`config.mk`:
```
export PLATFORM = sky130hd
export DESIGN_NAME = vdc_read_port_flat
export DESIGN_NICKNAME = d
export VERILOG_FILES = /design/src/rtl/huc6270_pkg.sv /design/src/rtl/vdc_read_port_if.sv /design/src/rtl/vdc_read_port_reg.sv /design/src/rtl/vdc_read_port.sv /design/src/flat_wrapper.sv
export SDC_FILE = /design/constraint.sdc
export NUM_CORES = 1
export LEC_CHECK = 0
export ABC_AREA = 1
export BUFFER_PORTS_ARGS = -buffer_cell sky130_fd_sc_hd__buf_2
export CAP_MARGIN = 20
export CORE_MARGIN = 2
export CORE_UTILIZATION = 58
export DETAILED_ROUTE_END_ITERATION = 12
export PLACE_DENSITY = 0.91
export SYNTH_ARGS = -nofsm -noshare
export SYNTH_HDL_FRONTEND = slang
export SYNTH_SLANG_ARGS = --single-unit
```
`constraint.sdc`:
```
create_clock -name clock -period 2.5 [get_ports clock]
set_input_delay 0.125 -clock clock [delete_from_list [all_inputs] [get_ports clock]]
set_output_delay 0.125 -clock clock [all_outputs]
set_load 0.1 [all_outputs]
```
`src/rtl/huc6270_pkg.sv`:
```
// Shared HuC6270 VDC definitions.
// Register selects, increment steps and read-port FSM states.
package huc6270_pkg;

  localparam logic [1:0] REG_STATUS  = 2'd0;
  localparam logic [1:0] REG_RSVD    = 2'd1;
  localparam logic [1:0] REG_DATA_LO = 2'd2;
  localparam logic [1:0] REG_DATA_HI = 2'd3;

  typedef enum logic [1:0] {
    INCR_1,
    INCR_32,
    INCR_64,
    INCR_128
  } incr_e;

  typedef enum logic [1:0] {
    RD_IDLE,
    RD_REQ,
    RD_WAIT
  } rd_state_e;

  function automatic logic [7:0] incr_step(incr_e sel);
    logic [7:0] s;
    s = 8'd1;
    unique case (sel)
      INCR_1:   s = 8'd1;
      INCR_32:  s = 8'd32;
      INCR_64:  s = 8'd64;
      INCR_128: s = 8'd128;
      default:  s = 8'd1;
    endcase
    return s;
  endfunction

endpackage

```
`src/rtl/vdc_read_port_if.sv`:
```
// VRAM read request/grant bus between the read port and the arbiter.
// master: req/addr out, gnt/rvalid/rdata in; slave is the mirror.
interface vdc_read_port_if #(
  parameter int ADDR_W = 16,
  parameter int DATA_W = 16
);
  logic              vram_req;
  logic [ADDR_W-1:0] vram_addr;
  logic              vram_gnt;
  logic              vram_rvalid;
  logic [DATA_W-1:0] vram_rdata;

  modport master (
    output vram_req,
    output vram_addr,
    input  vram_gnt,
    input  vram_rvalid,
    input  vram_rdata
  );

  modport slave (
    input  vram_req,
    input  vram_addr,
    output vram_gnt,
    output vram_rvalid,
    output vram_rdata
  );
endinterface

```
`src/rtl/vdc_read_port_reg.sv`:
```
// Load-enabled register with async active-high reset to zero.
// Ports: clock, reset, en (load), d (next), q (held value).
module vdc_read_port_reg #(
  parameter int W = 16
) (
  input  logic         clock,
  input  logic         reset,
  input  logic         en,
  input  logic [W-1:0] d,
  output logic [W-1:0] q
);

  always_ff @(posedge clock or posedge reset) begin
    if (reset)   q <= '0;
    else if (en) q <= d;
  end

endmodule

```
`src/rtl/vdc_read_port.sv`:
```
// HuC6270 CPU read port: MARR, VRAM read latch and prefetch FSM.
// Ports: clock/reset, CPU strobe+select, MARR load, vram bus, cpu_dout, busy.
module vdc_read_port
  import huc6270_pkg::*;
#(
  parameter int ADDR_W = 16,
  parameter int DATA_W = 16
) (
  input  logic              clock,
  input  logic              reset,
  input  logic              cpu_rd,
  input  logic [1:0]        cpu_a,
  input  logic              marr_ld,
  input  logic [ADDR_W-1:0] marr_val,
  input  logic [1:0]        incr_sel,
  output logic [7:0]        cpu_dout,
  output logic              busy,
  vdc_read_port_if.master   vram
);

  rd_state_e state, state_n;
  logic pending, pending_n;
  logic take, lat_ld;
  logic hi_rd, trig;
  logic [ADDR_W-1:0] marr, marr_d, addr_q;
  logic [DATA_W-1:0] latch;
  logic [7:0] dout_d;

  assign hi_rd = cpu_rd & (cpu_a == REG_DATA_HI);
  assign trig  = marr_ld | hi_rd;

  // marr_ld takes priority over the high-byte increment
  assign marr_d = marr_ld ? marr_val
                : marr + ADDR_W'(incr_step(incr_e'(incr_sel)));

  vdc_read_port_reg #(.W(ADDR_W)) u_marr (
    .clock (clock),
    .reset (reset),
    .en    (trig),
    .d     (marr_d),
    .q     (marr)
  );

  always_ff @(posedge clock or posedge reset) begin
    if (reset) begin
      state   <= RD_IDLE;
      pending <= 1'b0;
    end else begin
      state   <= state_n;
      pending <= pending_n;
    end
  end

  // take: issue a request now, sampling the current MARR
  always_comb begin
    state_n = state;
    take    = 1'b0;
    lat_ld  = 1'b0;
    unique case (state)
      RD_IDLE: begin
        if (pending) begin
          state_n = RD_REQ;
          take    = 1'b1;
        end
      end
      RD_REQ: begin
        if (vram.vram_gnt) state_n = RD_WAIT;
      end
      RD_WAIT: begin
        if (vram.vram_rvalid) begin
          lat_ld = 1'b1;
          if (pending) begin
            state_n = RD_REQ;
            take    = 1'b1;
          end else begin
            state_n = RD_IDLE;
          end
        end
      end
      default: state_n = RD_IDLE;
    endcase
  end

  // a trigger in the same cycle as a take re-arms for the newer MARR
  assign pending_n = trig | (pending & ~take);

  vdc_read_port_reg #(.W(ADDR_W)) u_addr (
    .clock (clock),
    .reset (reset),
    .en    (take),
    .d     (marr),
    .q     (addr_q)
  );

  vdc_read_port_reg #(.W(DATA_W)) u_latch (
    .clock (clock),
    .reset (reset),
    .en    (lat_ld),
    .d     (vram.vram_rdata),
    .q     (latch)
  );

  assign busy           = pending | (state != RD_IDLE);
  assign vram.vram_req  = (state == RD_REQ);
  assign vram.vram_addr = addr_q;

  always_comb begin
    dout_d = 8'h00;
    unique case (1'b1)
      (cpu_a == REG_STATUS):  dout_d = {busy, 7'b0};
      (cpu_a == REG_RSVD):    dout_d = 8'h00;
      (cpu_a == REG_DATA_LO): dout_d = latch[7:0];
      (cpu_a == REG_DATA_HI): dout_d = latch[15:8];
      default:                dout_d = 8'h00;
    endcase
  end

  vdc_read_port_reg #(.W(8)) u_dout (
    .clock (clock),
    .reset (reset),
    .en    (cpu_rd),
    .d     (dout_d),
    .q     (cpu_dout)
  );

endmodule

```
`src/flat_wrapper.sv`:
```
// flat-port wrapper written by rule: the top's interface ports become plain ports
module vdc_read_port_flat import huc6270_pkg::*;
#(
  parameter int ADDR_W = 16,
  parameter int DATA_W = 16
)
  (clock, reset, cpu_rd, cpu_a, marr_ld, marr_val, incr_sel, cpu_dout, busy, vram_vram_req, vram_vram_addr, vram_vram_gnt, vram_vram_rvalid, vram_vram_rdata);
  vdc_read_port_if #(.ADDR_W(ADDR_W), .DATA_W(DATA_W)) vram_i ();
  input  logic clock;
  input  logic reset;
  input  logic cpu_rd;
  input  logic [1:0] cpu_a;
  input  logic marr_ld;
  input  logic [ADDR_W-1:0] marr_val;
  input  logic [1:0] incr_sel;
  output logic [7:0] cpu_dout;
  output logic busy;
  output wire logic [$bits(vram_i.vram_req)-1:0] vram_vram_req;
  output wire logic [$bits(vram_i.vram_addr)-1:0] vram_vram_addr;
  input wire logic [$bits(vram_i.vram_gnt)-1:0] vram_vram_gnt;
  input wire logic [$bits(vram_i.vram_rvalid)-1:0] vram_vram_rvalid;
  input wire logic [$bits(vram_i.vram_rdata)-1:0] vram_vram_rdata;
  assign vram_vram_req = vram_i.vram_req;
  assign vram_vram_addr = vram_i.vram_addr;
  assign vram_i.vram_gnt = vram_vram_gnt;
  assign vram_i.vram_rvalid = vram_vram_rvalid;
  assign vram_i.vram_rdata = vram_vram_rdata;
  vdc_read_port #(.ADDR_W(ADDR_W), .DATA_W(DATA_W)) u_core (.clock(clock), .reset(reset), .cpu_rd(cpu_rd), .cpu_a(cpu_a), .marr_ld(marr_ld), .marr_val(marr_val), .incr_sel(incr_sel), .cpu_dout(cpu_dout), .busy(busy), .vram(vram_i));
endmodule
```
# ---- Word-level counts from Yosys, hierarchy flattened
# Cells that the tools add are included.
dict set report classes {
  multipliers 0
  addsub 1
  n_bitwise 6
  mux 13
  shift 0
  eq_ne 10
  n_div 0
  magnitude_cmp 0
  n_reduce_logical 5
}
# cell count
set ops {}
lappend ops {{$pmux W8 S4} 1}
lappend ops {{$pmux W8 S3} 1}
lappend ops {{$add A16 B8 Y16} 1}
lappend ops {{$mux W16} 1}
lappend ops {{$eq A2 B2 Y1 const B} 5}
lappend ops {{$logic_not A2 Y1} 3}
lappend ops {{$mux W2} 3}
lappend ops {{$pmux W2 S3} 1}
lappend ops {{$mux W1} 5}
lappend ops {{$eq A2 B1 Y1 const B} 2}
lappend ops {{$ne A2 B1 Y1 const B} 2}
lappend ops {{$or A1 B1 Y1} 3}
lappend ops {{$reduce_and A3 Y1} 1}
lappend ops {{$and A1 B1 Y1} 2}
lappend ops {{$ne A2 B2 Y1 const B} 1}
lappend ops {{$pmux W1 S2} 1}
lappend ops {{$reduce_bool A2 Y1} 1}
lappend ops {{$not A1 Y1} 1}
dict set report totals {
  ff_bits 59
  mem_count 0
  word_cells 41
  latchBits 0
  out_inout_bits 26
  romBits 0
  input_bits 42
  ram_bits 0
}

# ---- Longest topological paths before layout
dict set report logic_depth {
  ltp_word 6
  depth_mapped 13
  mapped_depth_nobuf 13
}

# ---- Cells and area by module
# From an unflattened synthesis, not the netlist that was laid out.
dict set report hier_totals {
  hier_cells 452
  hier_area_um2 3298.2
}
# module n_inst cells_per_inst seq_area_each_um2 area_per_inst_um2
set modules_own_cells {}
lappend modules_own_cells {{vdc_read_port_reg (u_core.u_addr ...)} 3 69 400.4 648.1}
lappend modules_own_cells {vdc_read_port 1 210 75.1 1044.8}
lappend modules_own_cells {{vdc_read_port_reg (u_core.u_dout)} 1 35 200.2 309.0}

# ---- Worst setup path before layout
# OpenSTA, ideal clock, no wires.
dict set report synth_timing {
  kind {reg2reg}
  startpoint {reg u_core.state[0]}
  endpoint {reg u_core.state[1]}
  setup_ps 83
  setup_slack_ps 518
  period_less_slack_ps 1982
  required_ps 2417
  path_stages_with_launch 5
  n_path_buf 0
  arrival_time_ps 1899
  cell_sequence {dfrtp_1 inv_1 nor2_1 nand2_1 o21ai_0}
}
dict set report synth_via {
  elab_chain_cells 3
  elab_cells_between_ends 8
  cone_classes {eq/ne: 5; mux: 1; reduce/logical: 2}
}
# element line
set synth_lines {}
lappend synth_lines {{start, declared} vdc_read_port.sv:21} ;# rd_state_e state, state_n;
lappend synth_lines {{start signal, assigned} vdc_read_port.sv:49} ;# state <= state_n;
lappend synth_lines {{$eq A2 B1 Y1 (*)} n/a}
lappend synth_lines {{via vram_vram_req} flat_wrapper.sv:18} ;# output wire logic [$bits(vram_i.vram_req)-1:0] vram_vram_req;
lappend synth_lines {{$ne A2 B1 Y1 (no line)} n/a}
lappend synth_lines {{$reduce_and A3 Y1 (no line)} n/a}
# Mark *: on every way through the listed nets, which the timed path passes. The rest lies on a longest branch.
# A chain may end at the register's enable or synchronous reset.

# ---- Final worst setup path
dict set report layout_timing {
  startpoint {reg u_core.u_marr.q[0]}
  endpoint {reg u_core.u_marr.q[14]}
}
dict set report layout_via {
  elab_chain_cells 2
}
# element line
set layout_lines {}
lappend layout_lines {{start, declared} vdc_read_port_reg.sv:10} ;# output logic [W-1:0] q
lappend layout_lines {{start signal, assigned} vdc_read_port_reg.sv:14} ;# if (reset) q <= '0;
lappend layout_lines {{start signal, assigned} vdc_read_port_reg.sv:15} ;# else if (en) q <= d;
lappend layout_lines {{$add A16 B8 Y16} vdc_read_port.sv:34} ;# : marr + ADDR_W'(incr_step(incr_e'(incr_sel)));
lappend layout_lines {{$mux W16} vdc_read_port.sv:33} ;# assign marr_d = marr_ld ? marr_val
# Every way passes these cells.

==> run metrics <==
status complete, no violations; Port Buffers 67; EDFF count, synth 0; fillcell total 402; layout cell share with drive strength beyond 1 25.9%; Num Clock Sinks 59; Synth Area in Simple Gates 25.8%; Hold Crit Start vram_vram_rdata[12]; number of global-route vias before repair 2646; Worst Setup Path Type reg -> reg; leading area contributor after synthesis dfrtp_1; Yosys warning count 0; total power draw 4.70 mW; main area contributors after synthesis dfrtp_1, nand2_1, nor2_1; antenna viol nets, final 0; num rows 26; placed cells 497; Die H 76.5 um; RSZ-0062 raised after global routing false; post_cts resized 0; # H-tree levels 3; Seq pwr share 31.7%; WL final 7.01 mm; worst-case clock buffer depth 2; synthesized area 3050 sq um; Final period util 67.9%; Slew Limit Fails 0; Worst Slack Setup Final 0.803 ns; Clock power frac 18.9%; initial DRC count 256; via count 2687; dpl cell area 3430 sq um; Tot GR Track Use 25.9%; Setup WS pre-CTS 0.868 ns; crit path launch u_core.u_marr.q[0]; switching power 2.44 mW; area fraction in compound gates after synthesis 11.0%; critical path data arrival time 1.93 ns; post-route cell area 3650 sq um; worst r2r src u_core.u_marr.q[0]; count leader, synth nand2_1; CTS tree built; Seq/Total Area, Yosys 48.4%; Combinational Power Share 49.4%; sum of negative setup slack 0 ns; most frequent cells after synthesis nand2_1, dfrtp_1, nor2_1, inv_1, a21oi_1; Hold Path Class in -> reg; syn_area_per_cell 8.33 sq um; minimum clock period 1.70 ns; hpwl dp 5.11 mm; DR DRC count 0; area of the multi-input gates 1320 sq um; Via density 5.23; syn nets 413; Synth-to-Final Area Change 19.7%; Most used DFF post-synth dfrtp_1; net switching share of the total power 51.9%; Yosys top cell area share 48.4%; Post-synth ARST share 100%; final setup violation count 0; GRT overflow 0; clk_skew 0.00825 ns; Die Footprint 5850 sq um; ant diodes 0; routability congestion estimate 0.962; storage element area 1480 sq um; Rel. slew slack 64.9%; root buf cell clkbuf_8; CP Launch Type flip-flop; Pleak 1.91 nW; Core ar. 5070 sq um; die width 76.5 um; Post-Syn Instances 366; per-cell routed wire length 13.6 um; non-filler cells, final 514; worst slew pin tran 0.525 ns; critical path fanouts, max 3; Cell Pwr Density 1290 nW/um^2; WP data required 2.73 ns; initial core utilization 60.1%; nets@finish 487; peak supply drop 850 uV; Final Hold Fails 0; CP Capture Type flip-flop; adder-cell share of the synthesized area 2.05%; total of max-cap violations 0; pin count of the biggest net entering global routing 30; first-pass GRT wire length 11.9 mm; Skew-Pair Late Insertion Delay 0.34 ns; TritonCTS Buffers 9; initial antenna violation count 0; XOR/XNOR Fraction of Synth Area 0.862%; Cell Int Power 2.26 mW; DR pass1 iterations 4; # IOs 68; Highest Clock Rate 589 MHz; multiplexer area fraction after synthesis 3.69%; clk slew on worst S/H paths 0.07 ns; Cell variety after synth 36; main combinational cell family by area after synthesis simple AND/OR/NAND/NOR gates; post-synthesis sequential element count 59
state kept, by name (all words and copies together) (netlist names):
register and cells:
u_core.u_addr.q 16, u_core.pending 1, u_core.state 2, u_core.u_latch.q 16, u_core.u_dout.q 8, u_core.u_marr.q 16
repair_timing:
action	in CTS	in global routing
hold buffers	2	0
setup buffers	0	0
hold endpoints to repair	10	0
metrics by stage:
stage                     hold WS (ns)  utilization [%]
after floorplan                  0.221                -
after global placement          0.0526             67.5
after detailed placement        0.0577             67.5
after CTS                       0.0143             71.9
after global routing            0.0158             71.9
final                           0.0185             71.9
placed cells by master (no fill, tap or decap), drive strengths merged, types with 2 or more instances in the layout:
cell	Yosys	routed
o221ai	4	4
and2	2	2
nand3	20	20
buf	9	70
nand2	92	92
mux2	10	10
nor3	4	4
nand4	4	4
clkinvlp	0	2
a21oi	24	24
nor2	52	52
dfrtp	59	59
dlygate4sd3	0	2
o21ai	18	18
xor2	2	2
ha	5	5
a22oi	3	3
o22ai	2	2
inv	46	46
a31oi	4	4
clkbuf	0	11
final timing paths:
check                                            end  slack (ns)  cells after the start
worst max-delay path             u_core.u_marr.q[14]        0.80                      9
worst min-delay path            u_core.u_latch.q[12]        0.02                      2
worst max register to register   u_core.u_marr.q[14]        0.80                      9
worst min register to register   u_core.u_addr.q[11]        0.48                      2
max in group asynchronous        u_core.u_marr.q[12]        1.61                      4
min in group asynchronous         u_core.u_addr.q[0]        0.25                      3
metal layers:
metal | GRT usage, % | vias to the layer above | wire, um
met1 | 34.3 | 1243 | 3030
met4 | 9.27 | 0 | 106
met5 | 0 | - | 0
met3 | 5.57 | 11 | 488
met2 | 42.2 | 98 | 3380
li1 | - | 1335 | -
power by group through the flow:
| stage | clock, mW | sequential [mW] | combinational, mW |
|---|---|---|---|
| after floorplan | 0 | 2.62 | 0.784 |
| after global placement | 0 | 1.48 | 2.26 |
| after detailed placement | 0 | 1.50 | 2.31 |
| after CTS | 0.895 | 1.48 | 2.33 |
| after global routing | 0.935 | 1.53 | 2.46 |
| final | 0.888 | 1.49 | 2.32 |
cells by family (layout without fill, tap and decap cells):
logic type	Yosys count	count (layout)
xor gates and xnor gates	3	3
muxes	10	10
buffers and inverters	55	133
adders and majority gates	5	5
and+or+nand+nor	175	175
DFF	59	59
AOI/OAI and AO/OA	59	59
critical path, cell delays in order, from the launching register on:
cell and delay, ns:
dfrtp_1 0.38, ha_1 0.24, ha_1 0.23, nand3_1 0.11, o21bai_1 0.23, nand2_1 0.11
nand3_1 0.08, nand3_1 0.08, nand2_1 0.09, nand2_1 0.05
area by class of cell:
cell class	instances	share of cell area, %
clock buffers	11	4.15
repair buffers	72	10.4
clock inverters	4	1.37
inverters	46	4.94
flip-flops and latches	59	40.5
well taps	70	2.40
multi-input cells	252	36.3
Note: power is estimated with default switching activity, not from simulation.
